$ cat src/rtl/fright_pkg.sv
// fright_pkg: shared state encoding and ghost bonus chain constants for fright_ctrl.
package fright_pkg;
  typedef enum logic [1:0] {IDLE, FRIGHT, BLINK} state_t;
  localparam logic [10:0] BONUS_BASE = 11'd200;
  localparam logic [10:0] BONUS_MAX  = 11'd1600;
  function automatic logic [10:0] next_bonus(input logic [10:0] b);
    return (b >= (BONUS_MAX >> 1)) ? BONUS_MAX : b << 1;
  endfunction
endpackage

$ cat src/rtl/frame_tick_sync.sv
// frame_tick_sync: brings a per-frame strobe clock into the Clk domain as a one-cycle tick.
module frame_tick_sync (
  input  logic Clk,
  input  logic Reset_n,
  input  logic frame_clk,
  output logic frame_tick
);
  logic [2:0] sync_q;
  logic       tick_q;
  always_ff @(posedge Clk or negedge Reset_n) begin
    if (!Reset_n) begin
      sync_q <= '0;
      tick_q <= 1'b0;
    end else begin
      sync_q <= {sync_q[1:0], frame_clk};
      tick_q <= sync_q[1] & ~sync_q[2];
    end
  end
  assign frame_tick = tick_q;
endmodule

$ cat src/rtl/fright_ctrl.sv
// fright_ctrl: power-pellet frightened timer with warning blink and ghost bonus chain.
module fright_ctrl
  import fright_pkg::*;
#(
  parameter int FRIGHT_FRAMES = 360,
  parameter int BLINK_FRAMES  = 120,
  parameter int BLINK_PERIOD  = 15
) (
  input  logic        Clk,
  input  logic        Reset_n,
  input  logic        frame_clk,
  input  logic        ate_pellet,
  input  logic        ghost_eaten,
  input  logic        abort,
  output logic        frightened,
  output logic        fright_blink,
  output logic [9:0]  frames_left,
  output logic        bonus_valid,
  output logic [10:0] ghost_bonus
);
  localparam int BW = ($clog2(BLINK_PERIOD) > 0) ? $clog2(BLINK_PERIOD) : 1;
  localparam logic [9:0]    FF_L = 10'(FRIGHT_FRAMES);
  localparam logic [9:0]    BF_L = 10'(BLINK_FRAMES);
  localparam logic [BW-1:0] BP_L = BW'(BLINK_PERIOD - 1);
  logic          frame_tick, pellet_q, armed_q, blink_q, frt_q, valid_q;
  state_t        state_q;
  logic [9:0]    frames_q, nf;
  logic [BW-1:0] bcnt_q;
  logic [10:0]   chain_q, bonus_q, eff;
  logic          pellet_edge, active;
  frame_tick_sync u_sync (
    .Clk        (Clk),
    .Reset_n    (Reset_n),
    .frame_clk  (frame_clk),
    .frame_tick (frame_tick)
  );
  // armed_q masks a pellet level already high when reset releases
  assign pellet_edge = ate_pellet & ~pellet_q & armed_q;
  assign active      = state_q != IDLE;
  assign eff         = pellet_edge ? BONUS_BASE : chain_q;
  assign nf          = (frames_q == 10'd0) ? 10'd0 : frames_q - 10'd1;
  always_ff @(posedge Clk or negedge Reset_n) begin
    if (!Reset_n) begin
      pellet_q <= 1'b0;
      armed_q  <= 1'b0;
      state_q  <= IDLE;
      frames_q <= '0;
      bcnt_q   <= '0;
      blink_q  <= 1'b0;
      frt_q    <= 1'b0;
      chain_q  <= BONUS_BASE;
      valid_q  <= 1'b0;
      bonus_q  <= '0;
    end else begin
      pellet_q <= ate_pellet;
      armed_q  <= 1'b1;
      valid_q  <= 1'b0;
      if (abort) begin
        state_q  <= IDLE;
        frames_q <= '0;
        bcnt_q   <= '0;
        blink_q  <= 1'b0;
        frt_q    <= 1'b0;
        chain_q  <= BONUS_BASE;
      end else begin
        chain_q <= eff;
        if (ghost_eaten && active) begin
          valid_q <= 1'b1;
          bonus_q <= eff;
          chain_q <= next_bonus(eff);
        end
        if (pellet_edge) begin
          state_q  <= FRIGHT;
          frames_q <= FF_L;
          bcnt_q   <= '0;
          blink_q  <= 1'b0;
          frt_q    <= 1'b1;
        end else if (frame_tick && active) begin
          frames_q <= nf;
          if (nf == 10'd0) begin
            state_q <= IDLE;
            blink_q <= 1'b0;
            frt_q   <= 1'b0;
          end else if (state_q == FRIGHT && nf == BF_L) begin
            state_q <= BLINK;
            blink_q <= 1'b1;
            bcnt_q  <= '0;
          end else if (state_q == BLINK) begin
            bcnt_q <= (bcnt_q == BP_L) ? '0 : bcnt_q + BW'(1);
            if (bcnt_q == BP_L) blink_q <= ~blink_q;
          end
        end
      end
    end
  end
  assign frightened   = frt_q;
  assign fright_blink = blink_q;
  assign frames_left  = frames_q;
  assign bonus_valid  = valid_q;
  assign ghost_bonus  = bonus_q;
endmodule

$ cat config.mk
export PLATFORM = sky130hd
export DESIGN_NAME = fright_ctrl
export DESIGN_NICKNAME = d
export VERILOG_FILES = /design/src/rtl/fright_pkg.sv /design/src/rtl/frame_tick_sync.sv /design/src/rtl/fright_ctrl.sv
export SDC_FILE = /design/constraint.sdc
export NUM_CORES = 1
export LEC_CHECK = 0
export CAP_MARGIN = 20
export CORE_MARGIN = 3
export CORE_UTILIZATION = 33
export DETAILED_ROUTE_END_ITERATION = 8
export HOLD_SLACK_MARGIN = 0.05
export PLACE_DENSITY = 0.6
export SYNTH_ARGS = -nofsm -noshare
export SYNTH_HDL_FRONTEND = slang
export SYNTH_HIERARCHICAL = 1
export SYNTH_SLANG_ARGS = --single-unit
$ cat constraint.sdc
create_clock -name Clk -period 2.5 [get_ports Clk]
set_input_delay 0.375 -clock Clk [delete_from_list [all_inputs] [get_ports Clk]]
set_output_delay 0.375 -clock Clk [all_outputs]
set_load 0.005 [all_outputs]
Word-level counts from Yosys, hierarchy flattened
Cells that the tools add are included.
{"block": "word_totals", "wordCells": 77, "inputBits": 6, "regBits": 47, "out_inout_bits": 24}
{"block": "classes", "n_addsub": 2, "n_lt_le_gt_ge": 1, "eq_ne": 5, "n_mux": 33, "n_reduce_logical": 17, "bitwise": 7}
{"op": "$mux 11", "n": 4}
{"op": "$mux 10", "n": 4}
{"op": "$mux 4", "n": 7}
{"op": "$logic_not 10->1", "n": 2}
{"op": "$mux 1", "n": 13}
{"op": "$ge 11x10->1 const B", "n": 1}
{"op": "$eq 10x7->1 const B", "n": 1}
{"op": "$mux 2", "n": 5}
{"op": "$reduce_bool 5->1", "n": 2}
{"op": "$sub 10x1->10 const B", "n": 1}
{"op": "$reduce_bool 4->1", "n": 2}
{"op": "$reduce_and 2->1", "n": 3}
{"op": "$reduce_and 3->1", "n": 2}
{"op": "$reduce_bool 3->1", "n": 2}
{"op": "$add 4x1->4 const B", "n": 1}
{"op": "$eq 4x4->1 const B", "n": 1}
{"op": "$not 1->1", "n": 4}
{"op": "$and 1x1->1", "n": 3}
{"op": "$logic_and 1x1->1", "n": 3}
{"op": "$ne 3x3->1 const B", "n": 1}
{"op": "$eq 2x1->1 const B", "n": 1}
{"op": "$eq 2x2->1 const B", "n": 1}
{"op": "$reduce_bool 2->1", "n": 1}

Longest topological paths before layout
Gate-level depths: netlist of run 1.
{"block": "depth", "depth_word": 9, "depth_mapped": 10, "ltp_nobuf": 9}

Hierarchy
Netlist of run 1, hierarchy kept.
{"mod": "fright_ctrl", "n_inst": 1, "area_each_um2": 2189.6, "seq_area_each_um2": 1079.8, "cells_per_inst": 242}
{"mod": "frame_tick_sync", "n_inst": 1, "area_each_um2": 113.9, "seq_area_each_um2": 100.1, "cells_per_inst": 5}

Least setup slack after synthesis of run 1
OpenSTA, ideal clock, no wires.
{"block": "synth_path", "kind": "register to register", "start": "register frames_q[0], in the netlist frames_left[0]", "end": "register bcnt_q[1]", "arrival_ns": 2.614, "setup_ns": 0.128, "period_less_slack_ns": 2.741, "setup_slack_ns": -0.241, "path_buffers": 0, "path_stages_with_launch": 10, "t_required_ns": 2.372, "path_cell_list": "dfrtp_1 inv_1 ha_1 or3b_2 or3_1 nor3_2 o21a_4 nand2_1 a2bb2oi_2 mux2_1"}
{"block": "synth_between", "elab_chain_cells": 9}
{"item": "from (decl)", "line": "fright_ctrl.sv:27", "rtl": "logic [9:0] frames_q, nf;"}
{"item": "from (signal assigned)", "line": "fright_ctrl.sv:79", "rtl": "frames_q <= nf;"}
{"item": "$sub 10x1->10 or $logic_not 10->1 (tied branches)", "line": "fright_ctrl.sv:41", "rtl": "assign nf = (frames_q == 10'd0) ? 10'd0 : frames_q - 10'd1;"}
{"item": "$mux 10 *", "line": "fright_ctrl.sv:41"}
{"item": "$eq 10x7->1", "line": "fright_ctrl.sv:84", "rtl": "end else if (state_q == FRIGHT && nf == BF_L) begin"}
{"item": "$logic_and 1x1->1", "line": "fright_ctrl.sv:84"}
{"item": "$mux 4", "line": "fright_ctrl.sv:84"}
{"item": "$mux 4", "line": "fright_ctrl.sv:80", "rtl": "if (nf == 10'd0) begin"}
{"item": "$mux 4", "line": "fright_ctrl.sv:78", "rtl": "end else if (frame_tick && active) begin"}
{"item": "$mux 4", "line": "fright_ctrl.sv:72", "rtl": "if (pellet_edge) begin"}
{"item": "$mux 4", "line": "fright_ctrl.sv:58", "rtl": "if (abort) begin"}
{"item": "to (signal assigned)", "line": "fright_ctrl.sv:89", "rtl": "bcnt_q <= (bcnt_q == BP_L) ? '0 : bcnt_q + BW'(1);"}
{"item": "to (decl)", "line": "fright_ctrl.sv:28", "rtl": "logic [BW-1:0] bcnt_q;"}
Mark *: on every way between the ends. The rest lies on a longest branch, timed or not. The select of a mux whose other input is x is not followed.
A chain may end at the register's enable or synchronous reset.

Worst setup path in the final report of run 1
{"block": "layout_path", "start": "register frames_q[0], in the netlist frames_left[0]", "end": "register bcnt_q[3]"}
The elaborated chain is that of the path after synthesis.

==> run_results.csv, run 1 <==
group,metric,value,unit
setup_path,critical_path_class,"reg2reg",
pwr,leakage,0.00138,uW
global_route,grt_antenna_before_repair,0,
pwr,power-per-cell-area,549,nW/um^2
timing,fin_tns_setup,-0.133,ns
routing,route.detailed.wl_per_inst,14.0,microns
setup_path,worst_setup_path_endpoint,"bcnt_q[3]$_DFFE_PN0P_",
synth,synth-async-reset-ratio,100,%
clocking,tritoncts,"yes",
die,start_util,35.1,%
clocking,clk_pin_slew_worst_paths,0.10,ns
pwr,power_frac_seq,47.6,%
pwr,power.combinational.fraction,18.3,%
clocking,worst_skew_pair.late_latency,0.31,ns
clocking,cts-buffers-inserted,5,
synth,postSynthRegisterBits,47,
job,max-cap-violations,0,
synth,ys_types,51,
pwr,switching_share,26.3,%
routing,vias,2062,
setup_path,r2r_path_end,"bcnt_q[3]$_DFFE_PN0P_",
pwr,cellInternalPower,1260,uW
placement,io_buffers,29,
timing,layout_setup_ws,-0.0641,ns
global_route,first_global_vias,1842,
pwr,clock_power_share,34.1,%
routing,wl,5.62,mm
timing,timing.max_slew.rel_slack,54.5,%
timing,finalCritPeriodShare,103,%
layout,num_antenna_cells,0,
synth,synth_area_per_cell,9.33,sq um
die,chipWidth,89.5,microns
routing,antenna_violating_nets_post_route,0,
global_route,grt.overflow.total,0,
placement,gp_routability_congestion,0.860,
timing,hold_ws,0.0491,ns
timing,max_freq,390,MHz
layout,final_net_count,317,
synth,synth_edf_count,0,
global_route,grt.total_usage,15.2,%
setup_path,crit_path_required_time,2.70,ns
setup_path,worstRegToRegCells,9,
layout,layout.cells.most_common_list,"44 x sky130_fd_sc_hd__dfrtp_1, 38 x sky130_fd_sc_hd__buf_4, 35 x sky130_fd_sc_hd__nand2_1, 28 x sky130_fd_sc_hd__clkdlybuf4s50_1, 18 x sky130_fd_sc_hd__nor2_1",
setup_path,start_kind,"flip-flop",
clocking,cts_max_level,2,
clocking,cts-root-buf,"sky130_fd_sc_hd__clkbuf_8",
die,io-pin-count,30,
hold_path,holdCritPathClass,"in2async",
die,die_height,89.5,microns
pwr,power_after_layout,1710,uW
layout,nFillCells,635,
setup_path,cp.arrival,2.76,ns
run_status,failed_checks,"setup timing",
placement,post-dp-hpwl,4.08,mm
routing,route.detailed.vias_per_inst,5.13,
setup_path,crit_path_max_fanout,6,
synth,synth_warnings,6,
synth,register_area_share_after_synthesis,51.2,%
layout,sequential_cell_area,1180,sq um
setup_path,crit_end_element,"flip-flop",
die,number_of_rows_created_at_floorplan,29,
setup_path,crit_path_start,"frames_left[0]$_DFFE_PN0P_",
synth,synth_flop_cell,"sky130_fd_sc_hd__dfrtp_1",
synth,syn-instance-count,247,
timing,maxSlewViolCount,0,
layout,multi_input_logic_area,1100,sq um
pwr,p_sw,450,uW
timing,final_hold_viols,0,
timing,timing.final.setup_violations,3,
global_route,grt_pass1_wl,9.36,mm
synth,synthesis.area,2300,sq um
timing,tightest_slew,0.680,ns
timing,skew,0.0103,ns
die,die-area,8020,sq um
setup_path,setup.reg_to_reg.worst_slack,-0.06,ns
layout,layout-area-overhead-vs-synth,35.1,%
clocking,cts.path.max_buffers,2,
pwr,irDropWorstVdd,0.000237,V
layout,design_area,3110,sq um
global_route,grt_start_max_net_pins,27,
run_status,run_status,"finished, violations left",
layout,post_route_cells_drive_above_1_share,23.0,%
routing,detail_route.first_pass.iterations,5,
routing,initialDrtViolationCount,114,
layout,mostFrequentLayoutCell,"sky130_fd_sc_hd__dfrtp_1",
setup_path,critical_path.reg2reg.startpoint,"frames_left[0]$_DFFE_PN0P_",
placement,cell_area_reported_after_detailed_placement,2910,sq um
die,core_region_area,6570,sq um
timing,layout_min_cycle_time,2.56,ns
routing,drc,0,
clocking,cts.sink_count,47,
timing,rsz0062_at_grt,"true",
synth,synth.net_count,256,
-- routing by layer --
| layer | vias up | routed length (microns) | global-route usage, % |
|---|---|---|---|
| li1 | 1020 | - | - |
| met1 | 975 | 2790 | 22.4 |
| met2 | 59 | 2520 | 22.6 |
| met3 | 8 | 222 | 3.04 |
| met4 | 0 | 77 | 4.60 |
| met5 | - | 0 | 0 |
-- cell usage after synthesis (3+ instances only) --
cell | count | area share (%)
sky130_fd_sc_hd__or4_1 | 5 | 1.6
sky130_fd_sc_hd__o21ai_0 | 14 | 3.0
sky130_fd_sc_hd__nor2_1 | 18 | 2.9
sky130_fd_sc_hd__and3_1 | 4 | 1.1
sky130_fd_sc_hd__dfstp_2 | 3 | 3.4
sky130_fd_sc_hd__nor3_1 | 14 | 3.0
sky130_fd_sc_hd__dfrtp_1 | 44 | 48
sky130_fd_sc_hd__o211ai_1 | 3 | 0.98
sky130_fd_sc_hd__xnor2_1 | 3 | 1.1
sky130_fd_sc_hd__a21oi_1 | 17 | 3.7
sky130_fd_sc_hd__a31oi_1 | 4 | 1.1
sky130_fd_sc_hd__nand3_1 | 14 | 3.0
sky130_fd_sc_hd__ha_1 | 3 | 1.6
sky130_fd_sc_hd__clkbuf_1 | 11 | 1.8
sky130_fd_sc_hd__or3_1 | 3 | 0.81
sky130_fd_sc_hd__inv_1 | 8 | 1.3
sky130_fd_sc_hd__o21a_1 | 3 | 0.98
sky130_fd_sc_hd__nand2_1 | 35 | 5.7
-- logic make-up after synthesis --
| group | share of synthesized area, % |
|---|---|
| compound gates | 17.9 |
| xor+xnor | 1.90 |
| fa+ha+maj | 1.63 |
| buf+inv | 3.53 |
| flops | 51.2 |
| mux | 0.489 |
| other cells | 0.163 |
| simple gates | 23.2 |
-- flip-flops by register name (all words and copies together), names as in the netlist, 2 cells and up --
| name | flops |
|---|---|
| chain_q | 11 |
| ghost_bonus | 11 |
| frames_left | 10 |
| bcnt_q | 4 |
| u_sync/sync_q | 3 |
| state_q | 2 |
-- worst max-delay path: stages (launching register included) --
cell and delay (ns):
sky130_fd_sc_hd__dfrtp_1 0.41, sky130_fd_sc_hd__inv_2 0.09, sky130_fd_sc_hd__ha_4 0.13, sky130_fd_sc_hd__or3b_4 0.40, sky130_fd_sc_hd__or4_1 0.40, sky130_fd_sc_hd__and3_1 0.16
sky130_fd_sc_hd__o21a_4 0.22, sky130_fd_sc_hd__and2_4 0.14, sky130_fd_sc_hd__o311a_1 0.33, sky130_fd_sc_hd__a31o_1 0.18
-- power by group through the flow --
stage | Combinational [uW] | Clock, uW | Sequential (uW)
6_report | 314 | 582 | 814
5_1_grt | 344 | 622 | 819
4_1_cts | 310 | 593 | 814
3_5_place_dp | 289 | 0 | 829
3_3_place_gp | 287 | 0 | 828
2_1_floorplan | 145 | 0 | 831
-- final cells by class --
class | count | area share (%)
Clock inverter | 3 | 1.49
Sequential cell | 47 | 37.9
Multi-Input combinational cell | 179 | 35.4
Timing Repair Buffer | 67 | 18.3
Clock buffer | 5 | 2.21
Tap cell | 93 | 3.74
Inverter | 8 | 0.965
-- per-stage QoR --
stage,std cells,utilization (%),setup WS (ns)
5_1_grt,402,47.4,-0.169
2_1_floorplan,247,-,-0.148
3_3_place_gp,387,44.3,-0.0661
6_report,402,47.4,-0.0641
4_1_cts,400,46.9,-0.0561
3_5_place_dp,387,44.3,-0.103
-- how the worst min path moves through the flow --
stage,start,to,slack (ns),cells past startpoint
after floorplan,Reset_n,armed_q$_DFF_PN0_,0.08,0
after global placement,u_sync/sync_q[0]$_DFF_PN0_,u_sync/sync_q[1]$_DFF_PN0_,0.34,0
after detailed placement,u_sync/sync_q[0]$_DFF_PN0_,u_sync/sync_q[1]$_DFF_PN0_,0.34,0
after CTS,Reset_n,ghost_bonus[2]$_DFFE_PN0P_,0.08,1
after global routing,Reset_n,ghost_bonus[5]$_DFFE_PN0P_,0.1,1
final,Reset_n,ghost_bonus[2]$_DFFE_PN0P_,0.05,1
-- what timing repair did --
item	CTS	global route
buffers inserted	5	2
setup endpoints to repair	4	9
pin swaps	3	3
resized for setup	4	9
hold buffers	0	0
Power figures use the tool's default switching activity.
==> run 2, diff against run 1 <==
SETUP_SLACK_MARGIN = 0.3   (was unset)
==> run 2 against run 1 <==
The flow still finishes with violations (setup timing). Core utilization grew 0.36 points. Final area is 0.76% higher. Combinational power is 2% higher. Critical path type unchanged. Non-clock buffer count did not move. Largest power group unchanged. Sequential power about the same. Hold slack worse by 0.0040 ns. Global-route usage increased by 0.71 points. Die area stayed put. Final cell count is the same.
==> run_results.csv, run 2 (synthesized netlist as in run 1, its figures left out) <==
group,metric,value,unit
clocking,cts-buffers-inserted,5,
job,max-cap-violations,0,
timing,max_freq,382,MHz
pwr,p_sw,462,uW
routing,route.detailed.vias_per_inst,5.09,
layout,post_route_cells_drive_above_1_share,24.9,%
timing,final_hold_viols,0,
timing,skew,0.00884,ns
setup_path,crit_path_start,"frames_left[0]$_DFFE_PN0P_",
run_status,failed_checks,"setup timing",
layout,layout.cells.most_common_list,"44 x sky130_fd_sc_hd__dfrtp_1, 37 x sky130_fd_sc_hd__buf_4, 34 x sky130_fd_sc_hd__nand2_1, 28 x sky130_fd_sc_hd__clkdlybuf4s50_1, 18 x sky130_fd_sc_hd__nor2_1",
layout,final_net_count,317,
setup_path,worstRegToRegCells,9,
setup_path,worst_setup_path_endpoint,"bcnt_q[1]$_DFFE_PN0P_",
setup_path,timing.critical_path.cells,"inv_2, ha_4, or3b_4, or4_1, and3_4, o21a_4, a21boi_2, a2bb2oi_2, mux2_4",
setup_path,crit_path_max_fanout,6,
placement,io_buffers,29,
global_route,grt_pass1_wl,9.94,mm
timing,rsz0062_at_grt,"true",
pwr,cellInternalPower,1180,uW
routing,wl,5.95,mm
setup_path,slowest_stage,"sky130_fd_sc_hd__or4_1",
layout,nFillCells,649,
setup_path,start_kind,"flip-flop",
timing,timing.max_slew.rel_slack,59.8,%
global_route,grt_start_max_net_pins,27,
setup_path,critical_path.reg2reg.startpoint,"frames_left[0]$_DFFE_PN0P_",
timing,layout_min_cycle_time,2.62,ns
placement,gp_routability_congestion,0.853,
hold_path,holdCritPathClass,"in2async",
layout,num_antenna_cells,0,
die,core_region_area,6570,sq um
pwr,irDropWorstVdd,0.000270,V
setup_path,r2r_path_end,"bcnt_q[1]$_DFFE_PN0P_",
setup_path,crit_path_required_time,2.70,ns
routing,vias,2045,
timing,tightest_slew,0.601,ns
pwr,power-per-cell-area,524,nW/um^2
run_status,run_status,"finished, violations left",
die,number_of_rows_created_at_floorplan,29,
global_route,first_global_vias,2022,
routing,detail_route.first_pass.iterations,4,
global_route,grt.total_usage,16.0,%
pwr,power_frac_seq,49.6,%
clocking,cts-root-buf,"sky130_fd_sc_hd__clkbuf_8",
setup_path,setup.reg_to_reg.worst_slack,-0.12,ns
pwr,clock_power_share,30.9,%
global_route,grt.overflow.total,0,
clocking,tritoncts,"yes",
setup_path,cp.arrival,2.82,ns
pwr,leakage,0.00138,uW
setup_path,critPathMaxStageDelay,0.42,ns
pwr,power.combinational.fraction,19.5,%
routing,route.detailed.wl_per_inst,14.8,microns
die,chipWidth,89.5,microns
layout,layout-area-overhead-vs-synth,36.2,%
global_route,grt_antenna_before_repair,0,
routing,initialDrtViolationCount,84,
clocking,cts_max_level,2,
setup_path,crit_end_element,"flip-flop",
clocking,worst_skew_pair.late_latency,0.31,ns
timing,layout_setup_ws,-0.121,ns
placement,post-dp-hpwl,4.14,mm
pwr,switching_share,28.1,%
timing,finalCritPeriodShare,105,%
routing,drc,0,
die,io-pin-count,30,
clocking,clk_pin_slew_worst_paths,0.10,ns
timing,fin_tns_setup,-0.258,ns
timing,maxSlewViolCount,0,
timing,timing.final.setup_violations,4,
routing,antenna_violating_nets_post_route,0,
die,start_util,35.1,%
layout,mostFrequentLayoutCell,"sky130_fd_sc_hd__dfrtp_1",
die,die-area,8020,sq um
clocking,cts.path.max_buffers,2,
setup_path,critical_path_class,"reg2reg",
clocking,cts.sink_count,47,
die,die_height,89.5,microns
timing,hold_ws,0.0451,ns
==> run 2: critical path: cells and delay by family, from the launching register on <==
kind	cells	cell delay (ns)
compound gates	3	0.55
mux	1	0.32
flops	1	0.41
simple gates	3	1.01
fa+ha+maj	1	0.13
buf+inv	1	0.10
==> run 2: area by class of cell <==
cell class              instances  area (sq um)  area share, %
repair buffers                 67           574           18.3
clock inverters                 2          16.3          0.519
multi-input cells             179          1140           36.3
flip-flops and latches         47          1180           37.6
clock buffers                   6          82.6           2.63
well taps                      93           116           3.71
inverters                       8          30.0          0.957
==> run 2: worst min-delay path by stage <==
stage                                    start                         end  slack, ns  cells past startpoint
floorplan                              Reset_n           armed_q$_DFF_PN0_       0.08                      0
global placement    u_sync/sync_q[0]$_DFF_PN0_  u_sync/sync_q[1]$_DFF_PN0_       0.34                      0
detailed placement  u_sync/sync_q[0]$_DFF_PN0_  u_sync/sync_q[1]$_DFF_PN0_       0.34                      0
CTS                                    Reset_n  ghost_bonus[2]$_DFFE_PN0P_       0.08                      1
global route                           Reset_n  ghost_bonus[8]$_DFFE_PN0P_       0.10                      1
finish                                 Reset_n  ghost_bonus[1]$_DFFE_PN0P_       0.05                      1
==> run 2: per-stage QoR <==
step | utilization [%] | setup slack, ns | instance area [sq um] | power [uW] | cells
after floorplan | - | -0.148 | 2350 | 976 | 247
after global placement | 44.3 | -0.0649 | 2910 | 1120 | 387
after detailed placement | 44.3 | -0.127 | 2910 | 1120 | 387
after CTS | 47.1 | -0.0864 | 3090 | 1650 | 401
after global routing | 47.8 | -0.171 | 3140 | 1730 | 402
final | 47.8 | -0.121 | 3140 | 1640 | 402
==> run 2: power by group through the flow <==
| stage | clock network [uW] | registers, uW | logic, uW |
|---|---|---|---|
| 2_1_floorplan | 0 | 831 | 145 |
| 6_report | 509 | 815 | 321 |
| 5_1_grt | 552 | 821 | 352 |
| 4_1_cts | 518 | 815 | 313 |
| 3_5_place_dp | 0 | 829 | 290 |
| 3_3_place_gp | 0 | 828 | 287 |
==> run 2: metal layers <==
| metal | global-route usage, % | wire length, microns |
|---|---|---|
| met5 | 0 | 0 |
| met4 | 5.68 | 147 |
| met3 | 2.86 | 189 |
| met2 | 24.5 | 2750 |
| met1 | 22.5 | 2870 |
==> run 2: timing repair <==
action,CTS,global route
setup buffers,6,1
endpoints found under the setup margin,14,16
hold buffers,0,0
endpoints found under the hold margin,0,0
pin swaps,4,4
gates resized for setup,13,7
==> run 3, diff against run 2 <==
SLEW_MARGIN = 30   (was unset)
==> results of run 3 <==
Same layout as run 2: the final DEF is identical, and so are final timing and power.
